$ cat src/rtl/fifo_wr_arbiter_pkg.sv
// Shared types and the round-robin pick helper for the FIFO write-port arbiter.
package fifo_wr_arbiter_pkg;

    localparam int NUM_REQ_DEF = 4;
    localparam int ID_W        = $clog2(NUM_REQ_DEF);
    localparam int MAX_REQ     = 8;
    localparam int MAX_ID_W    = $clog2(MAX_REQ);

    typedef enum logic {
        IDLE  = 1'b0,
        BURST = 1'b1
    } arb_state_e;

    typedef struct packed {
        logic                vld;
        logic [MAX_ID_W-1:0] idx;
    } pick_t;

    // Rotate so ptr sits at bit 0, find the first set bit, then rotate the index back.
    function automatic pick_t rr_pick(input logic [MAX_REQ-1:0]  req,
                                      input logic [MAX_ID_W-1:0] ptr,
                                      input int                  n);
        logic [MAX_REQ-1:0] rot;
        pick_t              res;
        int                 off;
        rot = '0;
        res = '0;
        off = 0;
        for (int i = 0; i < MAX_REQ; i++) begin
            if (i < n) begin
                rot[i] = req[MAX_ID_W'((int'(ptr) + i) % n)];
            end
        end
        for (int i = 0; i < MAX_REQ; i++) begin
            if (!res.vld && rot[i]) begin
                res.vld = 1'b1;
                off     = i;
            end
        end
        res.idx = MAX_ID_W'((int'(ptr) + off) % n);
        return res;
    endfunction

endpackage

$ cat src/rtl/fifo_wr_arbiter_picker.sv
// Combinational round-robin winner select: rotate, find-first-set, unrotate.
// Zero latency; no flow control of its own.
module rr_priority_picker
    import fifo_wr_arbiter_pkg::*;
#(
    parameter  int NUM_REQ = 4,
    localparam int IDX_W   = $clog2(NUM_REQ)
) (
    input  logic [NUM_REQ-1:0] req,
    input  logic [IDX_W-1:0]   ptr,
    output logic               valid,
    output logic [IDX_W-1:0]   idx
);

    pick_t pick;

    always_comb begin
        pick  = rr_pick(MAX_REQ'(req), MAX_ID_W'(ptr), NUM_REQ);
        valid = pick.vld;
        idx   = IDX_W'(pick.idx);
    end

endmodule

$ cat src/rtl/fifo_wr_arbiter.sv
// Round-robin burst arbiter for a FIFO write port; one-cycle registered write path.
// gnt is withheld whenever the FIFO cannot take a beat, including the in-flight write.
// Optional per-requester beat and stall counters under FIFO_ARB_STATS_EN.
module fifo_wr_arbiter
    import fifo_wr_arbiter_pkg::*;
#(
    parameter  int NUM_REQ    = 4,
    parameter  int DATA_WIDTH = 16,
    parameter  int MAX_BURST  = 4,
    localparam int OWN_W      = $clog2(NUM_REQ)
) (
    input  logic                          clk,
    input  logic                          rst,
    input  logic [NUM_REQ-1:0]            req,
    input  logic [NUM_REQ*DATA_WIDTH-1:0] req_data,
    output logic [NUM_REQ-1:0]            gnt,
    input  logic                          fifo_full,
    input  logic                          fifo_almostfull,
    output logic                          fifo_wr_en,
    output logic [DATA_WIDTH-1:0]         fifo_data_in,
    output logic [OWN_W-1:0]              owner_id,
    output logic                          busy
`ifdef FIFO_ARB_STATS_EN
    ,
    output logic [NUM_REQ*16-1:0]         beat_count,
    output logic [15:0]                   stall_cycles
`endif
);

    localparam int CNT_W = $clog2(MAX_BURST + 1);

    arb_state_e            state, state_n;
    logic [OWN_W-1:0]      rr_ptr, rr_ptr_n;
    logic [OWN_W-1:0]      owner_n;
    logic [OWN_W-1:0]      win_id;
    logic [OWN_W-1:0]      acc_id;
    logic [CNT_W-1:0]      beat_cnt, beat_n;
    logic                  win_vld;
    logic                  can_accept;
    logic                  acc;
    logic [DATA_WIDTH-1:0] acc_data;

    function automatic logic [OWN_W-1:0] next_ptr(input logic [OWN_W-1:0] id);
        return (id == OWN_W'(NUM_REQ - 1)) ? '0 : id + 1'b1;
    endfunction

    rr_priority_picker #(.NUM_REQ(NUM_REQ)) u_picker (
        .req   (req),
        .ptr   (rr_ptr),
        .valid (win_vld),
        .idx   (win_id)
    );

    // A write already registered toward an almost-full FIFO consumes the last slot.
    assign can_accept = !fifo_full && !(fifo_wr_en && fifo_almostfull);
    assign busy       = (state == BURST);

    always_comb begin
        state_n  = state;
        rr_ptr_n = rr_ptr;
        beat_n   = beat_cnt;
        owner_n  = owner_id;
        gnt      = '0;
        acc      = 1'b0;
        acc_id   = owner_id;
        if (!rst) begin
            case (state)
                IDLE: begin
                    if (win_vld) begin
                        owner_n = win_id;
                        if (can_accept) begin
                            gnt[win_id] = 1'b1;
                            acc         = 1'b1;
                            acc_id      = win_id;
                            if (MAX_BURST == 1) begin
                                rr_ptr_n = next_ptr(win_id);
                            end else begin
                                beat_n  = CNT_W'(1);
                                state_n = BURST;
                            end
                        end else begin
                            beat_n  = '0;
                            state_n = BURST;
                        end
                    end
                end
                BURST: begin
                    if (!req[owner_id]) begin
                        state_n  = IDLE;
                        rr_ptr_n = next_ptr(owner_id);
                        beat_n   = '0;
                    end else if (can_accept) begin
                        gnt[owner_id] = 1'b1;
                        acc           = 1'b1;
                        if (beat_cnt + 1'b1 == CNT_W'(MAX_BURST)) begin
                            state_n  = IDLE;
                            rr_ptr_n = next_ptr(owner_id);
                            beat_n   = '0;
                        end else begin
                            beat_n = beat_cnt + 1'b1;
                        end
                    end
                end
                default: state_n = IDLE;
            endcase
        end
    end

    always_comb begin
        acc_data = '0;
        for (int i = 0; i < NUM_REQ; i++) begin
            if (acc_id == OWN_W'(i)) begin
                acc_data = req_data[i*DATA_WIDTH +: DATA_WIDTH];
            end
        end
    end

    always_ff @(posedge clk) begin
        if (rst) begin
            state        <= IDLE;
            rr_ptr       <= '0;
            beat_cnt     <= '0;
            owner_id     <= '0;
            fifo_wr_en   <= 1'b0;
            fifo_data_in <= '0;
        end else begin
            state      <= state_n;
            rr_ptr     <= rr_ptr_n;
            beat_cnt   <= beat_n;
            owner_id   <= owner_n;
            fifo_wr_en <= acc;
            if (acc) begin
                fifo_data_in <= acc_data;
            end
        end
    end

`ifdef FIFO_ARB_STATS_EN
    always_ff @(posedge clk) begin
        if (rst) begin
            beat_count   <= '0;
            stall_cycles <= '0;
        end else begin
            for (int i = 0; i < NUM_REQ; i++) begin
                if (acc && acc_id == OWN_W'(i) && beat_count[i*16 +: 16] != 16'hFFFF) begin
                    beat_count[i*16 +: 16] <= beat_count[i*16 +: 16] + 16'd1;
                end
            end
            if (|req && !can_accept && stall_cycles != 16'hFFFF) begin
                stall_cycles <= stall_cycles + 16'd1;
            end
        end
    end
`endif

endmodule

$ cat config.mk
export PLATFORM = sky130hd
export DESIGN_NAME = fifo_wr_arbiter
export DESIGN_NICKNAME = d
export VERILOG_FILES = /design/src/rtl/fifo_wr_arbiter_pkg.sv /design/src/rtl/fifo_wr_arbiter_picker.sv /design/src/rtl/fifo_wr_arbiter.sv
export SDC_FILE = /design/constraint.sdc
export NUM_CORES = 1
export LEC_CHECK = 0
export ABC_AREA = 1
export BUFFER_PORTS_ARGS = -buffer_cell sky130_fd_sc_hd__buf_2
export CAP_MARGIN = 20
export CELL_PAD_IN_SITES_DETAIL_PLACEMENT = 1
export CELL_PAD_IN_SITES_GLOBAL_PLACEMENT = 1
export CORE_MARGIN = 10
export CORE_UTILIZATION = 29
export DETAILED_ROUTE_END_ITERATION = 8
export PLACE_DENSITY = 0.81
export SLEW_MARGIN = 20
export SYNTH_ARGS = -nofsm -noshare
export SYNTH_HDL_FRONTEND = slang
export SYNTH_SLANG_ARGS = --single-unit
export TNS_END_PERCENT = 100
$ cat constraint.sdc
create_clock -name clk -period 2.3 [get_ports clk]
set_clock_uncertainty 0.1 [all_clocks]
set_input_delay 0 -clock clk [delete_from_list [all_inputs] [get_ports clk]]
set_output_delay 0 -clock clk [all_outputs]
set_load 0.005 [all_outputs]
==> Yosys cells after proc, flatten, opt, wreduce, memory -nomap -nowiden <==
Cells that the tools add are included.
{ "classes": {"n_lt_le_gt_ge": 8, "eq_ne": 9, "bitwise_logic": 4, "reduce_logical": 19, "muxes": 58, "n_addsub": 6} }
{ "op_table": {"columns": ["cell", "n"], "rows": [
  ["$mux 16", 4],
  ["$mux 1", 24],
  ["$mux 2", 10],
  ["$mux 4", 5],
  ["$lt 3x5->1 const B", 3],
  ["$mux 3", 4],
  ["$bmux 1 s3", 3],
  ["$pmux 4 s2", 1],
  ["$logic_and 1x1->1", 7],
  ["$eq 2x2->1 const B", 3],
  ["$lt 2x3->1 const B", 2],
  ["$pmux 3 s2", 1],
  ["$reduce_or 2->1", 3],
  ["$logic_not 1->1", 5],
  ["$add 2x1->2 const B", 2],
  ["$add 2x2->2 const B", 2],
  ["$bmux 1 s2", 2],
  ["$demux 1 s2", 2],
  ["$ge 2x1->1 const B", 2],
  ["$lt 2x4->1 const B", 1],
  ["$ne 2x1->1 const B", 2],
  ["$pmux 1 s2", 2],
  ["$reduce_and 2->1", 2],
  ["$add 3x1->3 const B", 1],
  ["other kinds (9)", 11]
]} }
{ "word_totals": {"in_bits": 72, "out_inout_bits": 24, "ff_bits": 25} }

==> Longest topological paths before layout <==
Gate-level depths: netlist (run 1).
{ "logic_depth": {"ltp_word": 24, "depth_mapped": 20} }

==> Modules after synthesis <==
From an unflattened synthesis (run 1), not the netlist that was laid out.
{ "unflattened": {"hier_cells": 321, "area_unflattened_um2": 1916.8} }
{ "modules_own_cells": {"columns": ["mod", "n_inst", "cells_each", "area_each_um2"], "rows": [
  ["fifo_wr_arbiter", 1, 265, 1657.8],
  ["rr_priority_picker", 1, 56, 259.0]
]} }

==> Worst setup path before layout (run 1) <==
Ideal clock, no wire load.
{ "synth_timing": {"path_type": "register to register", "from": "reg rr_ptr[0]", "to": "reg fifo_data_in[10]", "required_ns": 2.061, "synth_period_minus_slack_ns": 2.336, "t_arrival_ns": 2.097, "path_buffers": 2, "setup_slack_ns": -0.036, "stages_incl_launch_ff": 21, "path_cell_list": "dfxtp_1 > buf_6 > inv_6 > nand2_1 > nand2_1 > nand2_1 > nand2_2 > a21oi_1 > nor2_1 > ha_1 > xor2_1 > nand3b_1 > nand2_4 > nand2_1 > nand2_2 > buf_4 > nand3b_1 > nand2_1 > inv_2 > nand2_1 > a21oi_2"} }
{ "synth_between": {"elab_chain_cells": 24, "elab_cells_between_ends": 49} }
{ "synth_lines": {"columns": ["element", "line", "text"], "rows": [
  ["start: declaration", "fifo_wr_arbiter.sv:33", "logic [OWN_W-1:0] rr_ptr, rr_ptr_n;"],
  ["start signal: assignment", "fifo_wr_arbiter.sv:128", "rr_ptr <= rr_ptr_n;"],
  ["$add 2x1->2", "fifo_wr_arbiter_pkg.sv:31", "rot[i] = req[MAX_ID_W'((int'(ptr) + i) % n)];"],
  ["$reduce_or 2->1 (no line)", null, null],
  ["$and 1x1->1 (no line)", null, null],
  ["$bmux 1 s3", "fifo_wr_arbiter_pkg.sv:31", null],
  ["$mux 1 (implied by the code) (2 in a row)", "fifo_wr_arbiter_pkg.sv:31", null],
  ["$logic_and 1x1->1", "fifo_wr_arbiter_pkg.sv:35", "if (!res.vld && rot[i]) begin"],
  ["$mux 1", "fifo_wr_arbiter_pkg.sv:35", null],
  ["$logic_not 1->1", "fifo_wr_arbiter_pkg.sv:35", null],
  ["(+4 left out)", null, null],
  ["$mux 2", "fifo_wr_arbiter_pkg.sv:35", null],
  ["$add 2x2->2", "fifo_wr_arbiter_pkg.sv:40", "res.idx = MAX_ID_W'((int'(ptr) + off) % n);"],
  ["$mux 2", "fifo_wr_arbiter.sv:71", "if (can_accept) begin"],
  ["$mux 2", "fifo_wr_arbiter.sv:69", "if (win_vld) begin"],
  ["$mux 2", "fifo_wr_arbiter.sv:67", "case (state)"],
  ["$mux 2", "fifo_wr_arbiter.sv:66", "if (!rst) begin"],
  ["$logic_not 2->1", "fifo_wr_arbiter.sv:112", "if (acc_id == OWN_W'(i)) begin"],
  ["$mux 16 (4 in a row)", "fifo_wr_arbiter.sv:112", null],
  ["end signal: assignment", "fifo_wr_arbiter.sv:133", "fifo_data_in <= acc_data;"],
  ["end: declaration", "fifo_wr_arbiter.sv:20", "output logic [DATA_WIDTH-1:0] fifo_data_in,"]
]} }
Parallel ways exist; a longest one is shown, timed or not. The select of a mux whose other input is x is not followed.
A chain may end at the register's enable or synchronous reset.

==> Final worst setup path (run 1) <==
{ "layout_timing": {"from": "reg rr_ptr[0]", "to": "reg fifo_data_in[9]"} }
Same word-level chain as after synthesis.

==> results of run 1 <==
cell usage in the layout, fill, tap and decap left out, types with 2 or more instances in the layout:
cell type and instances:
nor2_2 3, a21oi_2 12, o21ai_1 17, nand2_1 86, nor2_4 5, dlygate4sd3_1 16
nor2_1 18, dfxtp_1 23, buf_4 25, a21oi_1 9, buf_6 4, nor3_1 2
buf_2 95, nand3b_1 14, buf_16 2, nand2_4 8, nand3_1 48, inv_1 25
buf_12 4, a211oi_1 2, ha_1 6, nand2_2 16, dfxtp_4 2, nand3_2 6
o21ai_0 3, o21ai_2 3, clkbuf_8 3, inv_2 7
final cells by class:
| cell class | count | area (um2) |
|---|---|---|
| diodes | 1 | 2.50 |
| flip-flops and latches | 25 | 508 |
| fillers | 941 | 3900 |
| repair buffers | 148 | 1040 |
| well taps | 99 | 124 |
| inverters | 34 | 135 |
| clock buffers | 4 | 45.0 |
| multi-input cells | 268 | 1570 |
where the power goes:
| group | internal (mW) | leakage (nW) | switching (mW) |
|---|---|---|---|
| sequential | 0.553 | 0.206 | 0.111 |
| clock | 0.124 | 0.0228 | 0.151 |
| combinational | 1.34 | 1.49 | 1.64 |
| total | 2.02 | 1.72 | 1.90 |
kinds of logic after synthesis:
| group | share of synthesized area |
|---|---|
| AO/OA/AOI/OAI | 0.146 |
| XOR/XNOR | 0.00790 |
| adder cells (fa/ha/maj) | 0.0395 |
| buffers and inverters | 0.122 |
| flip-flops | 0.226 |
| AND/OR/NAND/NOR | 0.459 |
worst max-delay path: stages, from the launching register on:
cell and delay [ns]:
dfxtp_4 0.41, nand2_1 0.12, nand2_1 0.09, nand2_1 0.07, nand2_2 0.09, a21oi_2 0.06, nor2_1 0.10, ha_2 0.20
xor2_2 0.15, nand3b_1 0.18, nand2_4 0.09, o21ai_4 0.23, buf_4 0.16, buf_6 0.10, nand3_1 0.08, nand3_1 0.12
nand2_1 0.07, a21oi_2 0.12
flip-flops by register name (all words and copies together) (netlist names):
signal	count
busy	1
fifo_wr_en	1
beat_cnt	3
fifo_data_in	16
rr_ptr	2
owner_id	2
layer usage:
layer	vias up	part of all wire	track usage	wire length (um)
li1	1386	-	-	-
met1	1361	0.39	0.166	3830
met2	59	0.57	0.312	5580
met3	12	0.028	0.0287	279
met4	0	0.018	0.0544	173
met5	-	0	0	0
per-stage QoR:
stage | hold slack, ns | instances | util | TNS, ns
6_report | 0.00636 | 579 | 0.467 | -4.05
5_1_grt | 0.00156 | 578 | 0.467 | -7.94
4_1_cts | 0.0106 | 572 | 0.450 | -3.40
3_5_place_dp | 0.235 | 544 | 0.398 | -3.98
3_3_place_gp | 0.234 | 544 | 0.398 | -2.58
2_1_floorplan | 0.0601 | 344 | - | 0
how the worst max path moves through the flow:
stage                             endpoint  slack (ns)  cells after the start
final                      fifo_data_in[9]       -0.31                     17
after global placement    fifo_data_in[12]       -0.18                     19
after global routing       fifo_data_in[9]       -0.50                     18
after CTS                  fifo_data_in[4]       -0.21                     17
after floorplan           fifo_data_in[10]       0.003                     18
after detailed placement   fifo_data_in[4]       -0.29                     16
repair_timing:
item | CTS | global route
gates resized for setup | 29 | 15
hold buffers | 16 | 0
cloned | 3 | 1
endpoints found under the hold margin | 4 | 0
setup endpoints to repair | 20 | 21
pin swaps | 5 | 2
setup buffers | 5 | 5
==> results.md, run 1 <==
- First-iteration detailed-routing DRC count: 92
- Drt pass-1 iters: 4
- Worst R2R Setup Slack: -0.31 ns
- Largest net degree at the start of global routing: 22
- Post-synthesis sequential area ratio: 0.226
- Synth async-reset ratio: 0
- Cells after Synth: 344
- HP Start: req_data[10]
- Placement Cell Area: 2920 um2
- Max Slew Vio Count: 0
- Unrepaired setup endpoints after global routing: yes
- DP HPWL: 6.99 mm
- Grt total ovfl: 0
- Outcome: finished with violations
- Number of synthesized flops with an enable pin: 0
- I/O pin count: 96
- Fmax: 383 MHz
- RD Place Congestion: 0.822
- Clock tree sinks: 25
- Primary FF master, synth: dfxtp_1
- Hold path depth: 5
- Critical Path End Type: flip-flop
- Reg clk slew, reported paths: 0.10 ns
- Post-Syn Area per Cell: 6.45 um2
- Cts bufs inserted: 3
- Clk_lat worst skew: 0.27 ns
- Setup CP Type: flip-flop to flip-flop
- Leading area contributor after synthesis: dfxtp_1
- Tightest Pin Transition: 0.507 ns
- Top cell type's share of synthesized area: 0.226
- R2R cell count: 17
- Tot Pwr: 3.92 mW
- Crit. Startpoint: rr_ptr[0]
- RR Startpoint: rr_ptr[0]
- Pwr Density: 1150 nW/um2
- Mapped cell area: 2220 um2
- Nets: 559
- Setup crit start kind: flip-flop
- Vias in the first global route: 3145
- Failing checks: negative setup slack
- TritonCTS clock tree: yes
- Top cells by area, synth: dfxtp_1, nand2_1, nand3_1, nand3b_1, inv_1
- Worst rel slew slack: 0.662
- Post-synthesis cell type count: 32
- Max-cap violation count: 0
- Routed length per placed instance: 17.0 um
- Yosys warns: 0
- CTS max path bufs: 2
- CP required: 2.40 ns
- Vias per Instance: 4.87
- FP Rows: 31
- Total wire length: 9.87 mm
- Initial antenna violation count: 0
- Min Tclk post-route: 2.61 ns
- Tot GR Track Use: 0.160
- Routed vias: 2818
- Syn nets: 423
- Final worst slack: -0.311 ns
- R2R Path End: fifo_data_in[9]
- Die area: 11500 um2
- Starting density of the core: 0.303
- Commonest cells in the netlist: nand2_1, nand3_1, inv_1
- Setup violators final: 20
- #FFs+latches synth: 25
- Synthesis-to-layout area growth: 54.5%
- Post-route DRC: 0
- Final Cycle Share: 1.14
- Antenna Nets Post-Route: 0
- Post-route cell area: 3430 um2
- Max VDD drop: 0.531 mV
- Share of layout cells above drive strength 1: 0.428
- Core Box Area: 7330 um2
- Critical path peak fanout: 6
- First-pass GRT wire length: 15.2 mm
- Leak pwr: 1.72 nW
- Worst slack at placement: -0.286 ns
- Worst path arrival time: 2.71 ns
- Port bufs: 95
- Die height: 107 um
- Chip Width: 107 um
- Root Buffer Master: clkbuf_8
- Hold crit path type: primary input to flip-flop
- Final Hold Fails: 0
- Worst Hold Path EP: fifo_data_in[10]
- Max H-tree Level: 1
- Most frequent cell after synthesis: nand2_1
Power figures use the tool's default switching activity.
==> run 2: changes to the inputs <==
CELL_PAD_IN_SITES_DETAIL_PLACEMENT = default   (was 1)
CELL_PAD_IN_SITES_GLOBAL_PLACEMENT = default   (was 1)
CORE_UTILIZATION = 35   (was 29)
PLACE_DENSITY = 0.68   (was 0.81)
==> run 2 against run 1 <==
Against the previous run:
- the run still ends with negative setup slack left
- first-iteration DRC count grew 130%
- final cell count shrank 3.5%
- register-to-register slack gained 0.02 ns
==> results.md, run 2 (same netlist as run 1, synthesis figures left out) <==
- Failing checks: negative setup slack
- Setup crit start kind: flip-flop
- Crit-path max cell delay: 0.42 ns
- CP required: 2.41 ns
- Clock tree sinks: 25
- First-iteration detailed-routing DRC count: 213
- Chip Width: 99.6 um
- Setup violators final: 20
- Post-route DRC: 0
- CP dominant cell by count: nand2_2
- Routed length per placed instance: 15.6 um
- R2R cell count: 18
- Hold crit path type: primary input to flip-flop
- HP Start: req_data[5]
- Leak pwr: 1.77 nW
- Reg clk slew, reported paths: 0.10 ns
- Setup CP Type: flip-flop to flip-flop
- Tot GR Track Use: 0.151
- Tightest Pin Transition: 0.527 ns
- Tot Pwr: 4.05 mW
- Initial antenna violation count: 0
- Max H-tree Level: 1
- Max reg flops: 16
- Top flop regs: fifo_data_in x16, beat_cnt x3
- Unrepaired setup endpoints after global routing: yes
- Outcome: finished with violations
- DP HPWL: 5.81 mm
- Final Hold Fails: 0
- Most common cell after layout, fill and taps aside: buf_2
- Fmax: 387 MHz
- Nets: 564
- Post-route cell area: 3530 um2
- Final worst slack: -0.287 ns
- Antenna Nets Post-Route: 0
- Max VDD drop: 0.600 mV
- TritonCTS clock tree: yes
- I/O pin count: 96
- Inserted Diodes: 0
- Placement Cell Area: 2890 um2
- Max Slew Vio Count: 0
- Delay-heaviest family, CP: simple AND/OR/NAND/NOR gates
- Cts bufs inserted: 3
- CP Buf/Inv Count: 3
- Biggest register: fifo_data_in
- Final Cycle Share: 1.12
- Worst path depth: 18
- Total wire length: 8.70 mm
- RD Place Congestion: 0.874
- CP cell instances: buf_6 -> nand2_2 -> nand2_2 -> nand2_2 -> nand2_2 -> a21oi_2 -> nor2_1 -> ha_2 -> xor2_2 -> nand3b_1 -> nand2_4 -> o21ai_4 -> buf_12 -> clkbuf_16 -> nand3_1 -> nand3_1 -> nand2_1 -> a21oi_2
- Critical path peak fanout: 6
- Die area: 9920 um2
- Critical Path End Type: flip-flop
- Grt total ovfl: 0
- Port bufs: 95
- Slowest CP cell: dfxtp_4
- Core Box Area: 6030 um2
- Min Tclk post-route: 2.59 ns
- CTS max path bufs: 2
- Vias per Instance: 5.08
- Hold path depth: 5
- Worst path arrival time: 2.70 ns
- Die height: 99.6 um
- Drt pass-1 iters: 4
- First-pass GRT wire length: 12.9 mm
- Pwr Density: 1150 nW/um2
- Most frequent cells in the layout: buf_2, nand2_1, nand3_1, nand2_2
- Max-cap violation count: 0
- Synthesis-to-layout area growth: 59.3%
- Crit. Startpoint: rr_ptr[0]
- Root Buffer Master: clkbuf_8
- Starting density of the core: 0.368
- Routed vias: 2837
- Largest net degree at the start of global routing: 25
- Clk_lat worst skew: 0.28 ns
- RR Startpoint: rr_ptr[0]
- Vias in the first global route: 2804
- Total Neg Setup Slack: -4.65 ns
- Share of layout cells above drive strength 1: 0.471
- FP Rows: 28
- Hold WS: 0.00665 ns
- Worst rel slew slack: 0.648
[run 2: cell count changes in the layout (fill, tap and decap cells not counted), moves of 5 or more]
cell	before	now
nand2_2	16	30
nand3_2	6	11
nand3_1	48	43
nand2_1	86	74
[run 2: final timing paths]
path                            slack [ns]               end
worst max-delay path                 -0.29  fifo_data_in[10]
worst min-delay path                 0.007   fifo_data_in[5]
worst max register to register       -0.29  fifo_data_in[10]
worst min register to register        0.37   fifo_data_in[3]
[run 2: what timing repair did]
action | 4_1_cts | 5_1_grt
buffers inserted | 6 | 5
endpoints found under the setup margin | 20 | 21
gates cloned | 1 | 4
hold endpoints to repair | 6 | 0
hold buffers | 18 | 0
pin swaps | 4 | 32
gates resized for setup | 18 | 40
[run 2: per-stage QoR]
step	cells	utilization	worst slack, ns
final	559	0.587	-0.287
after floorplan	344	-	0.00318
after CTS	550	0.538	-0.171
after detailed placement	521	0.480	-0.207
after global routing	559	0.587	-0.418
after global placement	521	0.480	-0.174
[run 2: power by group]
part / switching [mW] / total [mW] / internal (mW)
Combinational: 1.65 / 3.11 / 1.46
Sequential: 0.110 / 0.663 / 0.553
Clock: 0.156 / 0.277 / 0.122
[run 2: tightest hold or removal path: cells and delay by family]
| kind | cells | cell delay, ns |
|---|---|---|
| buffers and inverters | 1 | 0.09 |
| AO/OA/AOI/OAI | 1 | 0.05 |
| AND/OR/NAND/NOR | 3 | 0.20 |
[run 2: routing by layer]
layer,track usage,wire length (um),up-vias
met5,0,0,-
met4,0.0342,146,0
met3,0.0381,533,16
met2,0.279,4560,100
met1,0.169,3460,1313
li1,-,-,1408
[run 2: layout make-up]
type / instances / area, um2
clock buffer: 3 / 41.3
clock inverter: 1 / 5.00
fill: 534 / 2490
inverter: 34 / 138
multi-input combinational: 268 / 1630
sequential: 25 / 508
tap: 75 / 93.8
timing repair buffer: 153 / 1120
